## src/rtl/keccak_pkg.sv

```systemverilog
// Shared constants, FSM state type and lane helpers for the Keccak theta blocks.
package keccak_pkg;

  localparam int NUM_LANES = 25;
  localparam int NUM_COLS  = 5;

  typedef enum logic [2:0] {
    IDLE  = 3'd0,
    RD    = 3'd1,
    DRAIN = 3'd2,
    CALC  = 3'd3,
    WB    = 3'd4,
    DONE  = 3'd5
  } state_t;

  // Column (x) coordinate of a lane index 5*y + x.
  function automatic logic [2:0] lane_x(input logic [4:0] idx);
    return 3'(idx % 5'd5);
  endfunction

  // Left rotate by one within the low w bits; bits at and above w come back zero.
  function automatic logic [63:0] rotl1(input logic [63:0] v, input int w);
    logic [63:0] r;
    r = '0;
    for (int z = 0; z < 64; z++) begin
      if (z < w) r[z] = v[(z + w - 1) % w];
    end
    return r;
  endfunction

endpackage

```

## src/rtl/theta_d_calc.sv

```systemverilog
// Combinational theta D term: D[x] = C[x-1] ^ rotl1(C[x+1]), indices wrapping mod 5.
module theta_d_calc
  import keccak_pkg::*;
#(
  parameter int LANE_W = 64
) (
  input  logic [NUM_COLS*LANE_W-1:0] i_c,
  output logic [NUM_COLS*LANE_W-1:0] o_d
);

  for (genvar gi = 0; gi < NUM_COLS; gi++) begin : g_col
    localparam int XM = (gi + NUM_COLS - 1) % NUM_COLS;
    localparam int XP = (gi + 1) % NUM_COLS;

    assign o_d[gi*LANE_W +: LANE_W] = i_c[XM*LANE_W +: LANE_W]
                                    ^ LANE_W'(rotl1(64'(i_c[XP*LANE_W +: LANE_W]), LANE_W));
  end

endmodule

```

## src/rtl/keccak_theta.sv

```systemverilog
// Column parity / in-place theta over a 25-lane state held in an external dual-port RAM.
module keccak_theta
  import keccak_pkg::*;
#(
  parameter int LANE_W = 64,
  parameter int ADDR_W = 5
) (
  input  logic                       clk,
  input  logic                       rst,
  input  logic                       start,
  input  logic                       mode,
  output logic                       finish,
  output logic                       busy,
  output logic                       mem_rd_en,
  output logic [ADDR_W-1:0]          mem_rd_addr,
  input  logic [LANE_W-1:0]          mem_rdata,
  output logic                       mem_wr_en,
  output logic [ADDR_W-1:0]          mem_wr_addr,
  output logic [LANE_W-1:0]          mem_wdata,
  output logic [NUM_COLS*LANE_W-1:0] parity
);

  state_t                     r_state;
  logic                       r_start;
  logic                       r_mode;
  logic                       r_finish;
  logic                       r_busy;
  logic                       r_rd_en;
  logic                       r_wr_en;
  logic                       r_rv;
  logic [ADDR_W-1:0]          r_rd_addr;
  logic [ADDR_W-1:0]          r_wr_addr;
  logic [ADDR_W-1:0]          r_raddr_d;
  logic [4:0]                 r_cnt;
  logic [LANE_W-1:0]          r_c [NUM_COLS];
  logic [NUM_COLS*LANE_W-1:0] r_d;

  logic                       w_accept;
  logic [2:0]                 w_rx;
  logic [2:0]                 w_wx;
  logic [NUM_COLS*LANE_W-1:0] w_c;
  logic [NUM_COLS*LANE_W-1:0] w_d;
  logic [LANE_W-1:0]          w_d_sel;

  assign w_accept = start & ~r_start & (r_state == IDLE);
  assign w_rx     = lane_x(5'(r_raddr_d));
  assign w_wx     = lane_x(5'(r_wr_addr));

  for (genvar gi = 0; gi < NUM_COLS; gi++) begin : g_pack
    assign w_c[gi*LANE_W +: LANE_W] = r_c[gi];
  end

  theta_d_calc #(.LANE_W(LANE_W)) u_theta_d_calc (
    .i_c (w_c),
    .o_d (w_d)
  );

  always_comb begin
    w_d_sel = '0;
    for (int i = 0; i < NUM_COLS; i++) begin
      if (w_wx == 3'(i)) w_d_sel = r_d[i*LANE_W +: LANE_W];
    end
  end

  // Write data is formed from the lane returning this cycle so each write lands one
  // cycle after its read; gating on the write strobe keeps it at zero otherwise.
  assign mem_wdata = r_wr_en ? (mem_rdata ^ w_d_sel) : '0;

  // Lanes of row y=0 load their column, later rows fold in, so parity holds until then.
  always_ff @(posedge clk or negedge rst) begin
    if (!rst) begin
      for (int i = 0; i < NUM_COLS; i++) r_c[i] <= '0;
    end else if (r_rv) begin
      for (int i = 0; i < NUM_COLS; i++) begin
        if (w_rx == 3'(i)) begin
          r_c[i] <= (r_raddr_d < ADDR_W'(NUM_COLS)) ? mem_rdata : (r_c[i] ^ mem_rdata);
        end
      end
    end
  end

  always_ff @(posedge clk or negedge rst) begin
    if (!rst) begin
      r_state   <= IDLE;
      r_start   <= 1'b0;
      r_mode    <= 1'b0;
      r_finish  <= 1'b0;
      r_busy    <= 1'b0;
      r_rd_en   <= 1'b0;
      r_wr_en   <= 1'b0;
      r_rv      <= 1'b0;
      r_rd_addr <= '0;
      r_wr_addr <= '0;
      r_raddr_d <= '0;
      r_cnt     <= '0;
      r_d       <= '0;
    end else begin
      r_start   <= start;
      r_finish  <= 1'b0;
      r_rv      <= r_rd_en && (r_state == RD);
      r_raddr_d <= r_rd_addr;
      case (r_state)
        IDLE: begin
          if (w_accept) begin
            r_state   <= RD;
            r_mode    <= mode;
            r_busy    <= 1'b1;
            r_rd_en   <= 1'b1;
            r_rd_addr <= '0;
            r_cnt     <= '0;
          end
        end
        RD: begin
          if (r_cnt == 5'd24) begin
            r_rd_en   <= 1'b0;
            r_rd_addr <= '0;
            r_state   <= DRAIN;
          end else begin
            r_cnt     <= r_cnt + 5'd1;
            r_rd_addr <= ADDR_W'(r_cnt + 5'd1);
          end
        end
        DRAIN: r_state <= CALC;
        CALC: begin
          r_d <= w_d;
          if (r_mode) begin
            r_state   <= WB;
            r_rd_en   <= 1'b1;
            r_rd_addr <= '0;
            r_cnt     <= '0;
          end else begin
            r_state <= DONE;
          end
        end
        WB: begin
          r_cnt     <= r_cnt + 5'd1;
          r_wr_en   <= r_rd_en;
          r_wr_addr <= r_rd_addr;
          if (r_cnt < 5'd24) begin
            r_rd_addr <= ADDR_W'(r_cnt + 5'd1);
          end else begin
            r_rd_en   <= 1'b0;
            r_rd_addr <= '0;
          end
          if (r_cnt == 5'd25) r_state <= DONE;
        end
        DONE: begin
          r_finish <= 1'b1;
          r_busy   <= 1'b0;
          r_state  <= IDLE;
        end
        default: r_state <= IDLE;
      endcase
    end
  end

  assign finish      = r_finish;
  assign busy        = r_busy;
  assign mem_rd_en   = r_rd_en;
  assign mem_rd_addr = r_rd_addr;
  assign mem_wr_en   = r_wr_en;
  assign mem_wr_addr = r_wr_addr;
  assign parity      = w_c;

endmodule

```

## config.mk

```make
export PLATFORM = sky130hd
export DESIGN_NAME = keccak_theta
export DESIGN_NICKNAME = d
export VERILOG_FILES = /design/src/rtl/keccak_pkg.sv /design/src/rtl/theta_d_calc.sv /design/src/rtl/keccak_theta.sv
export SDC_FILE = /design/constraint.sdc
export NUM_CORES = 2
export LEC_CHECK = 0
export CAP_MARGIN = 30
export CELL_PAD_IN_SITES_DETAIL_PLACEMENT = 1
export CELL_PAD_IN_SITES_GLOBAL_PLACEMENT = 2
export CORE_MARGIN = 2
export CORE_UTILIZATION = 34
export DETAILED_ROUTE_END_ITERATION = 7
export GPL_TIMING_DRIVEN = 0
export PLACE_DENSITY = 0.79
export SLEW_MARGIN = 20
export SYNTH_ARGS = -nofsm -noshare
export SYNTH_HDL_FRONTEND = slang
export SYNTH_SLANG_ARGS = --single-unit
```

## constraint.sdc

```tcl
create_clock -name clk -period 6.29 [get_ports clk]
set_input_delay 1.887 -clock clk [delete_from_list [all_inputs] [get_ports clk]]
set_output_delay 1.887 -clock clk [all_outputs]
set_load 0.005 [all_outputs]
```

After elaboration in Yosys (flattened, before gate mapping)
Cells that the tools add are included.
W data, S select, Z words.

storage, ports and cells
  bits in registers = 670
  latch bits = 0
  RAM bits = 0
  ROM bits = 0
  input bits = 68
  output and inout port bits = 398
  word-level logic and storage cells = 105
  memories = 0

cells by class
  $add $sub $neg = 1
  multiply operators = 0
  divide/modulo/power cells = 2
  $lt $le $gt $ge = 2
  eq/ne operators = 21
  shifts and indexed selects = 0
  multiplexer cells = 30
  bitwise logic cells = 14
  reduce and logical (&&, ||, !) cells = 17

operators with widths
  operator               number
  $mux W64               11
  $xor A64 B64 Y64       11
  $pmux W5 S4            2
  $mux W5                5
  $eq A3 B2 Y1 const B   6
  $pmux W3 S5            1
  $reduce_and A2 Y1      7
  $eq A3 B3 Y1 const B   4
  $eq A5 B5 Y1 const B   2
  $mod A5 B3 Y5 const B  2
  $ne A2 B2 Y1 const B   5
  $eq A3 B1 Y1 const B   3
  $logic_not A3 Y1       3
  $mux W3                3
  $mux W1                6
  $reduce_and A3 Y1      2
  $add A5 B1 Y5 const B  1
  $lt A5 B3 Y1 const B   1
  $lt A5 B5 Y1 const B   1
  $reduce_and A5 Y1      1
  $pmux W1 S4            1
  $reduce_and A4 Y1      1
  $reduce_bool A4 Y1     1
  $and A1 B1 Y1          2
  other kinds (5)        5

Longest topological paths before layout
  word-level depth = 9
  mapped depth = 18
  depth with buffers taken out = 11

By module
Synthesis repeated with hierarchy kept, for this count alone.

unflattened totals
  cells, all modules = 3,533
  area, all modules = 36,511.3 µm²

modules (own cells, without submodules)
  module        times used  cells each  area each (µm²)  seq. area each (µm²)
  keccak_theta  1           3,213       33,708.6         16,766.1
  theta_d_calc  1           320         2,802.7          0.0

Worst setup path before layout
OpenSTA, ideal clock, no wires.

  kind = register to output
  start point = register r_wr_addr[1] (netlist: mem_wr_addr[1])
  end point = output port mem_wdata[55]
  data arrival time = 3.381 ns
  required time = 4.403 ns
  path slack = 1.022 ns
  cell stages (with the launch flop) = 16
  path buffers = 4
  cells stage by stage = dfrtp_1 buf_2 nand3b_1 a21oi_1 a221oi_1 ha_1 buf_4 nor2_1 maj3_2 o21a_4 buf_6 buf_6 or4_1 a32oi_1 a41oi_1 o221ai_1

on the way
  longest elaborated chain between the ends = 9
  elaborated cells on any way between the ends = 13
  those cells by class = div (1); eq/ne (4); mux (6); bitwise (1); reduce/logical (1)

RTL lines
  what                    RTL line             text
  start, declared         keccak_theta.sv:32   logic [ADDR_W-1:0] r_wr_addr;
  start signal, assigned  keccak_theta.sv:138  r_wr_addr <= r_rd_addr;
  $mod A5 B3 Y5 *         keccak_pkg.sv:18     return 3'(idx % 5'd5);
  $logic_not A3 Y1        keccak_theta.sv:61   if (w_wx == 3'(i)) w_d_sel = r_d[i*LANE_W +: LANE_W];
  $mux W64 (4 in series)  keccak_theta.sv:61
  $mux W64 *              keccak_theta.sv:61
  $xor A64 B64 Y64 *      keccak_theta.sv:67   assign mem_wdata = r_wr_en ? (mem_rdata ^ w_d_sel) : '0;
  $mux W64 *              keccak_theta.sv:67
  end, declared           keccak_theta.sv:19   output logic [LANE_W-1:0] mem_wdata,

Every way passes the cells marked *; elsewhere a longest branch is shown, timed or not.

Worst setup path in the final report
  start point = register r_wr_addr[1] (netlist: mem_wr_addr[1])
  end point = output port mem_wdata[2]

Same word-level chain as after synthesis.

==> metrics.txt <==
min Tclk post-route 6.43 ns; Clock power frac 15.4%; Fin Setup TNS -2.07 ns; Layout Skew 0.0210 ns; P_sw 0.0163 W; Setup Crit Path Kind flip-flop to output pin; placement-stage cell area 0.0449 sq mm; max capacitance violation total 0; cell count after synthesis 4,574; critical path launch point type flip-flop; Std-Cell Rows 123; Power Dens Cells 653 mW/mm^2; P_int 0.0172 W; share of layout cells above drive strength 1 14.5%; share of total power in sequential cells 28.5%; syn_area_per_cell 8.42 sq um; Synth cell types 83; setup violators final 42; worst vdd ir 0.000389 V; area delta synth->final 33.3%; Worst EP arrival 4.54 ns; # port buffers 401; CTS tree done; setup ws final -0.139 ns; routability cong. 0.934; Final Hold Viols 0; CP most frequent cell buf_4; CP Cell Sequence buf_8 -> nor2b_2 -> a221oi_2 -> buf_4 -> buf_4 -> ha_1 -> buf_2 -> buf_4 -> xnor2_1 -> or3_1 -> o211ai_1 -> buf_4 -> buf_6 -> o21ai_2 -> a31oi_4 -> mux2i_1 -> buf_2; worst min path class flip-flop to flip-flop; Design Area, Final 0.0513 sq mm; global-route wire length before repair 296,000 um; die width 340 um; htree depth 3; via count 41,100; register area share after synthesis 43.6%; Sink Count 670; die area 0.116 sq mm; period utilization 102%; Clock Latency Late Sink 0.67 ns; clock root buffer clkbuf_16; Hold Buf Count CTS 0; fmax 156 MHz; max_slew headroom 27.9%; CP max stage delay 0.46 ns; Die Height 340 um; 1st-pass router iterations 6; initial antenna violation count 15; Via density 6.09; average wire per standard cell 30.2 um; r2r setup slk 2.21 ns; Top Family by Delay on Critical Path buffers and inverters; fillers 12,900; Critical-path top delay cell dfrtp_2; Slew @ Worst Pin 1.08 ns; failing checks negative setup slack; final core occ 45.7%; I/O pin total 466; multi-input logic area 0.0217 sq mm; largest net degree at the start of global routing 85; Sw Share 48.8%; critical path endpoint category output pin; Syn Nets 4,650; Min Hold Slack 0.485 ns; Async SR Flop Fraction 100%; Pleak 20.3 nW; Synth Flop Type dfrtp_1; DRT iter0 DRCs 3,661; vias in the first global route 41,700; mapped cell area 0.0385 sq mm; Max clock buf depth 3; gr usage total 34.1%; Reg area 0.0168 sq mm; logic gate share of total power 56.1%; Detailed Route WL 204,000 um; Worst-path clk slew 0.05 ns; total CTS buffers 83; Synthesis Warnings 0; Initial Util 34.3%; Layout Cells excl Fill 6,757; #FFs+latches synth 670; GR Overflow Total 0; unrepaired setup endpoints after global routing true; Final ANT Viol Nets 0; Core ar. 0.112 sq mm; Detail Placement HPWL 147,000 um; Crit Path Max Fanout 10; cell count after placement 6,495; Final nets 5,264; Slew Viols, Final 0; CP Data Required Time 4.40 ns; outcome finished with violations; Remaining DRCs 0; Buf/Inv on CP 8; EDFF count, synth 0
-- stage by stage --
stage                     total power (W)  setup slack [ns]
after detailed placement           0.0253             -1.25
final                              0.0335            -0.139
after CTS                          0.0322            -0.136
after floorplan                    0.0163              1.02
after global placement             0.0249            -30.06
after global routing               0.0349            -0.206
-- flip-flops by register name (all words and copies together) (netlist names) --
register and flops:
parity 320, r_d 320, mem_rd_addr 5, mem_wr_addr 5, r_cnt 5, r_raddr_d 5, r_state 3, busy 1
finish 1, mem_rd_en 1, mem_wr_en 1, r_mode 1, r_rv 1, r_start 1
-- metal layers --
layer	track usage, %	vias up	wire length, um
li1	-	17700	-
met3	5.86	381	14100
met1	45.4	21400	86100
met5	0	-	57
met4	14.1	10	8560
met2	54.9	1664	95500
-- power groups by stage --
stage	clock network, W	logic, W	registers [W]
global placement	0	0.0155	0.00942
detailed placement	0	0.0159	0.00943
CTS	0.00519	0.0176	0.00943
finish	0.00517	0.0188	0.00953
global route	0.00535	0.0198	0.00973
floorplan	0	0.00794	0.00832
-- worst reg2reg max path: cells and delay by family (launching register included) --
family                     cells  cell delay, ns
AOI/OAI and AO/OA              5            1.17
adders and majority gates      1            0.33
and+or+nand+nor                3            0.64
buffers and inverters          3            1.43
DFF                            1            0.36
-- final timing paths --
check                                           start                       to  cells past startpoint
setup / recovery           mem_wr_addr[1]$_DFFE_PN0N_             mem_wdata[2]                     17
hold / removal             mem_rd_addr[0]$_DFFE_PN0P_   r_raddr_d[0]$_DFF_PN0_                      0
setup reg to reg               r_raddr_d[2]$_DFF_PN0_  parity[143]$_DFFE_PN0P_                     12
hold reg to reg            mem_rd_addr[0]$_DFFE_PN0P_   r_raddr_d[0]$_DFF_PN0_                      0
max in group asynchronous                         rst  parity[107]$_DFFE_PN0P_                      5
min in group asynchronous                         rst  parity[205]$_DFFE_PN0P_                      1
-- placed cells by master, fill, tap and decap left out, types with 37 or more instances in the layout --
master	Yosys	layout
buf_4	8	92
buf_6	6	39
xnor2_1	266	264
nor2_1	144	143
a21oi_1	729	727
dfrtp_1	670	666
nor3_1	39	37
clkdlybuf4s50_1	0	336
nand2b_1	66	65
o21bai_1	39	39
clkbuf_16	0	90
inv_1	69	68
nand3_1	353	340
buf_2	102	118
o221ai_2	0	42
clkbuf_1	356	330
o21ai_0	673	653
nand2_1	400	398
xor2_1	64	64
-- cell type report --
| type | instances | share of cell area (%) |
|---|---|---|
| multi-input cells | 3343 | 42.3 |
| flip-flops and latches | 670 | 32.7 |
| repair buffers | 532 | 10.4 |
| plain buffers | 486 | 4.96 |
| clock buffers | 120 | 4.75 |
| well taps | 1500 | 3.66 |
| clock inverters | 26 | 0.724 |
| inverters | 72 | 0.541 |
| diodes | 8 | 0.0390 |
-- synthesized netlist by cell type (all sizes together), types with 9 or more instances --
| master | number | area share, % |
|---|---|---|
| a21oi | 730 | 9.5 |
| o21ai | 682 | 8.9 |
| dfrtp | 670 | 44 |
| nand2 | 400 | 3.9 |
| clkbuf | 356 | 3.5 |
| nand3 | 353 | 4.6 |
| xnor2 | 267 | 6.1 |
| nor2 | 144 | 1.4 |
| buf | 133 | 1.8 |
| inv | 70 | 0.68 |
| nand2b | 66 | 1.1 |
| xor2 | 64 | 1.5 |
| o221ai | 55 | 1.3 |
| or4 | 53 | 1.0 |
| nor3 | 42 | 0.59 |
| o22ai | 41 | 0.67 |
| o21bai | 39 | 0.76 |
| a41oi | 32 | 0.75 |
| o211a | 31 | 0.81 |
| o2bb2ai | 30 | 0.68 |
| a32oi | 29 | 0.66 |
| and3 | 25 | 0.41 |
| o31ai | 24 | 0.50 |
| a311o | 23 | 0.60 |
| nand4b | 23 | 0.52 |
| o311ai | 23 | 0.52 |
| o211ai | 20 | 0.39 |
| nor2b | 13 | 0.21 |
| mux2i | 11 | 0.29 |
| a31oi | 9 | 0.15 |
| and2 | 9 | 0.15 |
| nor4b | 9 | 0.22 |
| or3 | 9 | 0.15 |
-- logic make-up (layout without fill, tap and decap cells) --
kind of cell	count (synthesis)	count (layout)	share of synthesized area [%]
xor gates and xnor gates	331	331	7.55
buffers and inverters	561	1236	6.00
other	0	8	0
muxes	19	19	0.520
and+or+nand+nor	1172	1172	14.8
DFF	670	670	43.6
AOI/OAI and AO/OA	1812	1812	27.3
adders and majority gates	9	9	0.289
-- repair_timing --
action / 4_1_cts / 5_1_grt
setup endpoints to repair: 64 / 64
gates resized for setup: 630 / 188
buffers inserted: 73 / 32
cloned: 1 / 4
pin swaps: 88 / 84
(Power assumes the default switching activity.)
